--- src/rtl/spi_port_arbiter.sv ---
// spi_port_arbiter
// Shared SPI mode-0 sequencer for the support CPLD. One SDO/SDI pair is
// time-shared between an 8-bit CPU flash channel and two 16-bit LED
// display chains, each with its own SCK line. Fixed priority
// cpu > led1 > led2. Frames are never preempted. LED frames end with a
// storage-register latch strobe.
//
// Ports:
//   clk, rst                 system clock, async active-high reset
//   cpu_req/wdata/rdata/ack  flash byte transfer (level req, 1-cycle ack)
//   led1_req/data/ack        LED chain 1 refresh (16-bit frame)
//   led2_req/data/ack        LED chain 2 refresh (16-bit frame)
//   SDO, SDI                 shared serial data pair (SDI used by cpu only)
//   SCK_FLASH/LED1/LED2      per-device serial clocks
//   LATCH1, LATCH2           LED chain latch strobes
//   gnt                      current owner: 0 none, 1 cpu, 2 led1, 3 led2
//   busy                     high whenever not IDLE
module spi_port_arbiter #(
   parameter int DIV = 2   // clk cycles per SCK half-period, 1..15
) (
   input  logic        clk,
   input  logic        rst,
   input  logic        cpu_req,
   input  logic [7:0]  cpu_wdata,
   output logic [7:0]  cpu_rdata,
   output logic        cpu_ack,
   input  logic        led1_req,
   input  logic [15:0] led1_data,
   output logic        led1_ack,
   input  logic        led2_req,
   input  logic [15:0] led2_data,
   output logic        led2_ack,
   output logic        SDO,
   input  logic        SDI,
   output logic        SCK_FLASH,
   output logic        SCK_LED1,
   output logic        SCK_LED2,
   output logic        LATCH1,
   output logic        LATCH2,
   output logic [1:0]  gnt,
   output logic        busy
);

   localparam logic [1:0] ST_IDLE  = 2'd0;
   localparam logic [1:0] ST_SHIFT = 2'd1;
   localparam logic [1:0] ST_LATCH = 2'd2;
   localparam logic [1:0] ST_DONE  = 2'd3;

   localparam logic [1:0] G_NONE = 2'd0;
   localparam logic [1:0] G_CPU  = 2'd1;
   localparam logic [1:0] G_LED1 = 2'd2;
   localparam logic [1:0] G_LED2 = 2'd3;

   localparam logic [3:0] DIV_LAST = 4'(DIV - 1);

   logic [1:0]  state_q, state_d;
   logic [1:0]  gnt_q, gnt_d;
   logic [15:0] sh_q, sh_d;      // transmit shift register, MSB is on SDO
   logic [7:0]  rx_q, rx_d;      // receive shift register (cpu frames)
   logic [3:0]  bit_q, bit_d;    // bits remaining after the current one
   logic [3:0]  div_q, div_d;    // cycle count within a half-period
   logic        ph_q, ph_d;      // SCK phase: 0 low half, 1 high half
   logic [7:0]  rdata_q, rdata_d;

   always_comb begin
      state_d = state_q;
      gnt_d   = gnt_q;
      sh_d    = sh_q;
      rx_d    = rx_q;
      bit_d   = bit_q;
      div_d   = div_q;
      ph_d    = ph_q;
      rdata_d = rdata_q;
      case (state_q)
         ST_IDLE: begin
            div_d = 4'd0;
            ph_d  = 1'b0;
            if (cpu_req) begin
               gnt_d   = G_CPU;
               sh_d    = {cpu_wdata, 8'h00};
               bit_d   = 4'd7;
               rx_d    = 8'h00;
               state_d = ST_SHIFT;
            end else if (led1_req) begin
               gnt_d   = G_LED1;
               sh_d    = led1_data;
               bit_d   = 4'd15;
               state_d = ST_SHIFT;
            end else if (led2_req) begin
               gnt_d   = G_LED2;
               sh_d    = led2_data;
               bit_d   = 4'd15;
               state_d = ST_SHIFT;
            end
         end
         ST_SHIFT: begin
            if (div_q == DIV_LAST) begin
               div_d = 4'd0;
               if (!ph_q) begin
                  // SCK rising: sample SDI
                  ph_d = 1'b1;
                  if (gnt_q == G_CPU) rx_d = {rx_q[6:0], SDI};
               end else begin
                  // SCK falling: present next bit
                  ph_d = 1'b0;
                  sh_d = {sh_q[14:0], 1'b0};
                  if (bit_q == 4'd0) begin
                     if (gnt_q == G_CPU) begin
                        state_d = ST_DONE;
                        rdata_d = rx_q;
                     end else begin
                        state_d = ST_LATCH;
                     end
                  end else begin
                     bit_d = bit_q - 4'd1;
                  end
               end
            end else begin
               div_d = div_q + 4'd1;
            end
         end
         ST_LATCH: begin
            if (div_q == DIV_LAST) begin
               div_d   = 4'd0;
               state_d = ST_DONE;
            end else begin
               div_d = div_q + 4'd1;
            end
         end
         default: begin   // ST_DONE
            state_d = ST_IDLE;
            gnt_d   = G_NONE;
         end
      endcase
   end

   always_ff @(posedge clk or posedge rst) begin
      if (rst) begin
         state_q <= ST_IDLE;
         gnt_q   <= G_NONE;
         sh_q    <= 16'h0000;
         rx_q    <= 8'h00;
         bit_q   <= 4'd0;
         div_q   <= 4'd0;
         ph_q    <= 1'b0;
         rdata_q <= 8'h00;
      end else begin
         state_q <= state_d;
         gnt_q   <= gnt_d;
         sh_q    <= sh_d;
         rx_q    <= rx_d;
         bit_q   <= bit_d;
         div_q   <= div_d;
         ph_q    <= ph_d;
         rdata_q <= rdata_d;
      end
   end

   // All outputs decode straight from flops, so an async reset clears them at once.
   logic sck_on;
   assign sck_on    = (state_q == ST_SHIFT) && ph_q;
   assign SCK_FLASH = sck_on && (gnt_q == G_CPU);
   assign SCK_LED1  = sck_on && (gnt_q == G_LED1);
   assign SCK_LED2  = sck_on && (gnt_q == G_LED2);
   assign LATCH1    = (state_q == ST_LATCH) && (gnt_q == G_LED1);
   assign LATCH2    = (state_q == ST_LATCH) && (gnt_q == G_LED2);
   assign cpu_ack   = (state_q == ST_DONE) && (gnt_q == G_CPU);
   assign led1_ack  = (state_q == ST_DONE) && (gnt_q == G_LED1);
   assign led2_ack  = (state_q == ST_DONE) && (gnt_q == G_LED2);
   assign SDO       = (state_q == ST_SHIFT || state_q == ST_LATCH) && sh_q[15];
   assign gnt       = gnt_q;
   assign busy      = (state_q != ST_IDLE);
   assign cpu_rdata = rdata_q;

endmodule

--- config.mk ---
export PLATFORM = sky130hd
export DESIGN_NAME = spi_port_arbiter
export DESIGN_NICKNAME = d
export VERILOG_FILES = /design/src/rtl/spi_port_arbiter.sv
export SDC_FILE = /design/constraint.sdc
export NUM_CORES = 1
export LEC_CHECK = 0
export CORE_ASPECT_RATIO = 1.75
export CORE_UTILIZATION = 45
export CTS_CLUSTER_DIAMETER = 150
export DETAILED_ROUTE_END_ITERATION = 12
export DONT_BUFFER_PORTS = 1
export PLACE_DENSITY = 0.67
export SYNTH_ARGS = -nofsm -noshare
export SYNTH_HDL_FRONTEND = slang
export SYNTH_SLANG_ARGS = --single-unit
--- constraint.sdc ---
create_clock -name clk -period 2.1 [get_ports clk]
set_clock_uncertainty 0.1 [all_clocks]
set_input_delay 0.63 -clock clk [delete_from_list [all_inputs] [get_ports clk]]
set_output_delay 0.63 -clock clk [all_outputs]
set_load 0.01 [all_outputs]
==> flow_metrics.py <==
metrics = {
    "cts": {
        "clock_tree.root_cell": "clkbuf_8",
        "cts_tree": "yes",
        "clkLatencyLatePin_ns": 0.30,
        "cts_made_buffers": 5,
        "clockBufferDepth": 2,
        "clk_pin_slew_ns": 0.09,
        "htreeDepth": 2,
        "cts.sinks": 45,
    },
    "placement": {
        "gp_congestion": 0.814,
        "dp_hpwl_um": 4010,
        "post-place-ws_ns": -0.0861,
        "numPortBuffers": 0,
    },
    "detailed_routing": {
        "via_count": 1842,
        "route.detailed.vias_per_inst": 5.48,
        "dr_wl_met3_um": 218,
        "firstDrtPassIters": 4,
        "drt-met1-wl_um": 2010,
        "dr.first_iter.drc_count": 75,
        "antenna_left": 0,
        "post_drt_wl_per_cell_um": 15.5,
        "routed-wl-met2_um": 2900,
        "top_layer": "met4",
        "drc": 0,
        "drt-total-wl_um": 5210,
    },
    "sta": {
        "finalCritPeriodShare": 0.983,
        "setup_viol_count_final": 0,
        "min_period_ns": 2.06,
        "setup_slack_ns": 0.0360,
        "relSlewSlack": 0.560,
        "hold_violations": 0,
        "slew_violations": 0,
        "whs_ns": 0.122,
        "fmax_mhz": 484,
        "worst_pin_slew_ns": 0.659,
        "rsz0062_at_grt": "yes",
    },
    "logic_synthesis": {
        "synth_top_family_by_area": "simple AND/OR/NAND/NOR gates",
        "synth.area.mux_share": 0.145,
        "ys_types": 49,
        "synth-adder-area-share": 0.0369,
        "synth_xor_xnor_area_share": 0.00323,
        "ys_seq_elements": 45,
        "synth.cell_area_um2": 2710,
        "postSynthCellCount": 248,
        "synthSimpleGateAreaFrac": 0.172,
        "synth_fp_nets": 302,
        "yosysSeqAreaShare": 0.415,
        "avgSynthCellArea_um2": 10.9,
        "synth-compound-area-share": 0.161,
        "yosysWarnings": 0,
    },
    "power": {
        "p_per_area_nw_per_um2": 1370,
        "power.switching_uw": 1670,
        "pwr-share-clk": 0.131,
        "comb_power_share": 0.536,
        "p_int_uw": 2430,
        "p_sw_frac": 0.408,
        "leakagePower_uw": 0.00132,
        "p_seq_frac": 0.332,
        "ir_drop_mv": 0.791,
    },
    "layout": {
        "syn_to_final_growth_pct": 10.2,
        "fin_nets": 311,
        "n_antenna_cell": 0,
        "drive_gt1_frac": 0.353,
        "fillers": 559,
        "final_core_util": 0.513,
    },
    "setup_path": {
        "criticalPathCategory": "flop to output port",
        "cp_max_fo": 6,
        "r2r_slack_ns": 0.12,
        "cp-end-kind": "output port",
        "r2r-end": "bit_q[3]$_DFFE_PP0P_",
        "required_ns": 1.37,
        "cp.arrival_ns": 1.33,
        "rr_worst_depth": 5,
        "start_kind": "flop",
        "r2r_start": "state_q[0]$_DFFE_PP0P_",
    },
    "grt": {
        "grt_util_all_layers": 0.178,
        "grt_max_degree": 25,
        "antenna_found_initial": 0,
        "gr-total-overflow": 0,
        "grt_pass1_vias": 1842,
        "grt_pass1_wl_um": 8630,
    },
    "floorplanning": {
        "fp.dieH_um": 105,
        "start_util": 0.465,
        "die_x_um": 60.7,
        "rows": 37,
        "die_area_um2": 6360,
        "io_pins": 66,
        "core-area_um2": 5830,
    },
    "run": {
        "cap_viol_max_count": 0,
    },
    "run_status": {
        "status": "finished, final reports clean",
    },
    "worst_hold_path": {
        "hp-class": "primary input to async pin",
    },
}
==> synthesized netlist by cell type (all sizes together) <==
library cell / count / area (µm²)
nor4: 1 / 12.5
and3: 2 / 12.5
nor3: 1 / 5.00
a21oi: 2 / 10.0
a211o: 1 / 17.5
nand2: 32 / 130
and2b: 1 / 7.51
o21ai: 20 / 156
clkbuf: 4 / 15.0
nand4bb: 2 / 55.1
nand3: 4 / 20.0
nor3b: 3 / 22.5
a221o: 1 / 10.0
or2: 1 / 6.26
a222oi: 7 / 70.1
nor4b: 1 / 23.8
nand2b: 5 / 38.8
o21a: 1 / 7.51
a21o: 1 / 7.51
a211oi: 2 / 15.0
nor4bb: 1 / 10.0
a221oi: 1 / 8.76
inv: 16 / 60.1
dfrtp: 45 / 1130
nand3b: 1 / 7.51
o22a: 1 / 8.76
mux2: 26 / 293
buf: 10 / 105
ha: 8 / 100
o31ai: 2 / 15.0
xnor2: 1 / 8.76
and2: 2 / 12.5
o41ai: 1 / 16.3
a31oi: 1 / 6.26
nor2: 16 / 67.6
a22oi: 7 / 52.6
a2111oi: 1 / 27.5
and3b: 2 / 17.5
a22o: 1 / 8.76
nor2b: 3 / 18.8
mux2i: 10 / 100
==> stage by stage <==
| step | total power [µW] | instances | cell area [µm²] | setup TNS (ns) |
|---|---|---|---|---|
| detailed placement | 3480 | 326 | 2830 | -0.456 |
| floorplan | 3010 | 248 | 2710 | 0 |
| global placement | 3420 | 326 | 2830 | 0 |
| CTS | 4080 | 334 | 2950 | -0.195 |
| finish | 4110 | 336 | 2990 | 0 |
| global route | 4440 | 336 | 2990 | -0.0329 |
==> cells in the final DEF (no fill, tap or decap), types with 3 or more instances in the layout <==
cell type and n:
mux2i_1 10, buf_12 3, a222oi_1 7, a22oi_1 7, mux2_2 25, o21ai_0 3, nand2_1 27, nor2_1 14
inv_1 13, nand2_2 4, inv_2 3, buf_4 13, o21ai_2 15, nand3_1 4, ha_1 4, dfrtp_1 44
clkbuf_8 5, nand2b_1 4
==> flip-flops by register name, indices dropped and copies added, names as in the netlist <==
signal     flops
bit_q          4
div_q          4
cpu_rdata      8
rx_q           8
gnt            2
sh_q          16
state_q        2
ph_q           1
==> logic make-up (layout without fill, tap and decap cells) <==
| kind of cell | after synthesis | count (layout) |
|---|---|---|
| buffers and inverters | 30 | 40 |
| xor gates and xnor gates | 1 | 1 |
| AOI/OAI and AO/OA | 50 | 50 |
| DFF | 45 | 45 |
| muxes | 36 | 36 |
| and+or+nand+nor | 78 | 78 |
| adders and majority gates | 8 | 8 |
==> critical path: stages, from the launching register on <==
cell,delay (ns)
dfrtp_1,0.40
inv_2,0.09
ha_4,0.17
nand2_4,0.06
nor3b_2,0.18
buf_4,0.14
==> routing by layer <==
metal | vias to the layer above | track usage
met3 | 7 | 0.0371
met1 | 888 | 0.210
li1 | 898 | -
met5 | - | 0
met2 | 49 | 0.313
met4 | 0 | 0.0471
==> how the worst max path moves through the flow <==
stage                                 from  cells past startpoint  slack [ns]                   end
floorplan           state_q[1]$_DFFE_PP0P_                      5        0.21              SCK_LED1
global placement    state_q[0]$_DFFE_PP0P_                      4        0.02   sh_q[8]$_DFFE_PP0P_
detailed placement  state_q[0]$_DFFE_PP0P_                      4       -0.09  sh_q[12]$_DFFE_PP0P_
CTS                 state_q[1]$_DFFE_PP0P_                      6       -0.08              SCK_LED1
global route        state_q[1]$_DFFE_PP0P_                      5       -0.03              SCK_LED1
finish              state_q[1]$_DFFE_PP0P_                      5        0.04              SCK_LED1
==> repair_timing <==
action                     in CTS  in global routing
setup endpoints to repair      21                 30
pin swaps                       0                  2
hold buffers                    0                  0
cloned                          0                  0
gates resized for setup         9                  6
buffers inserted                0                  3
==> power by group through the flow <==
stage	sequential [µW]	combinational [µW]	clock [µW]
3_5_place_dp	1360	2120	0
4_1_cts	1360	2150	562
3_3_place_gp	1360	2060	0
6_report	1370	2200	540
5_1_grt	1400	2440	597
2_1_floorplan	1330	1680	0
==> cell type report <==
cell class,count,area (µm²),share of cell area
clock inverter,3,21.3,0.00711
sequential,45,1130,0.377
clock buffer,5,68.8,0.0230
timing repair buffer,16,158,0.0527
inverter,16,60.1,0.0201
multi-input combinational,173,1460,0.487
tap,78,97.6,0.0326
No activity file was read; power rests on OpenSTA's default activity.
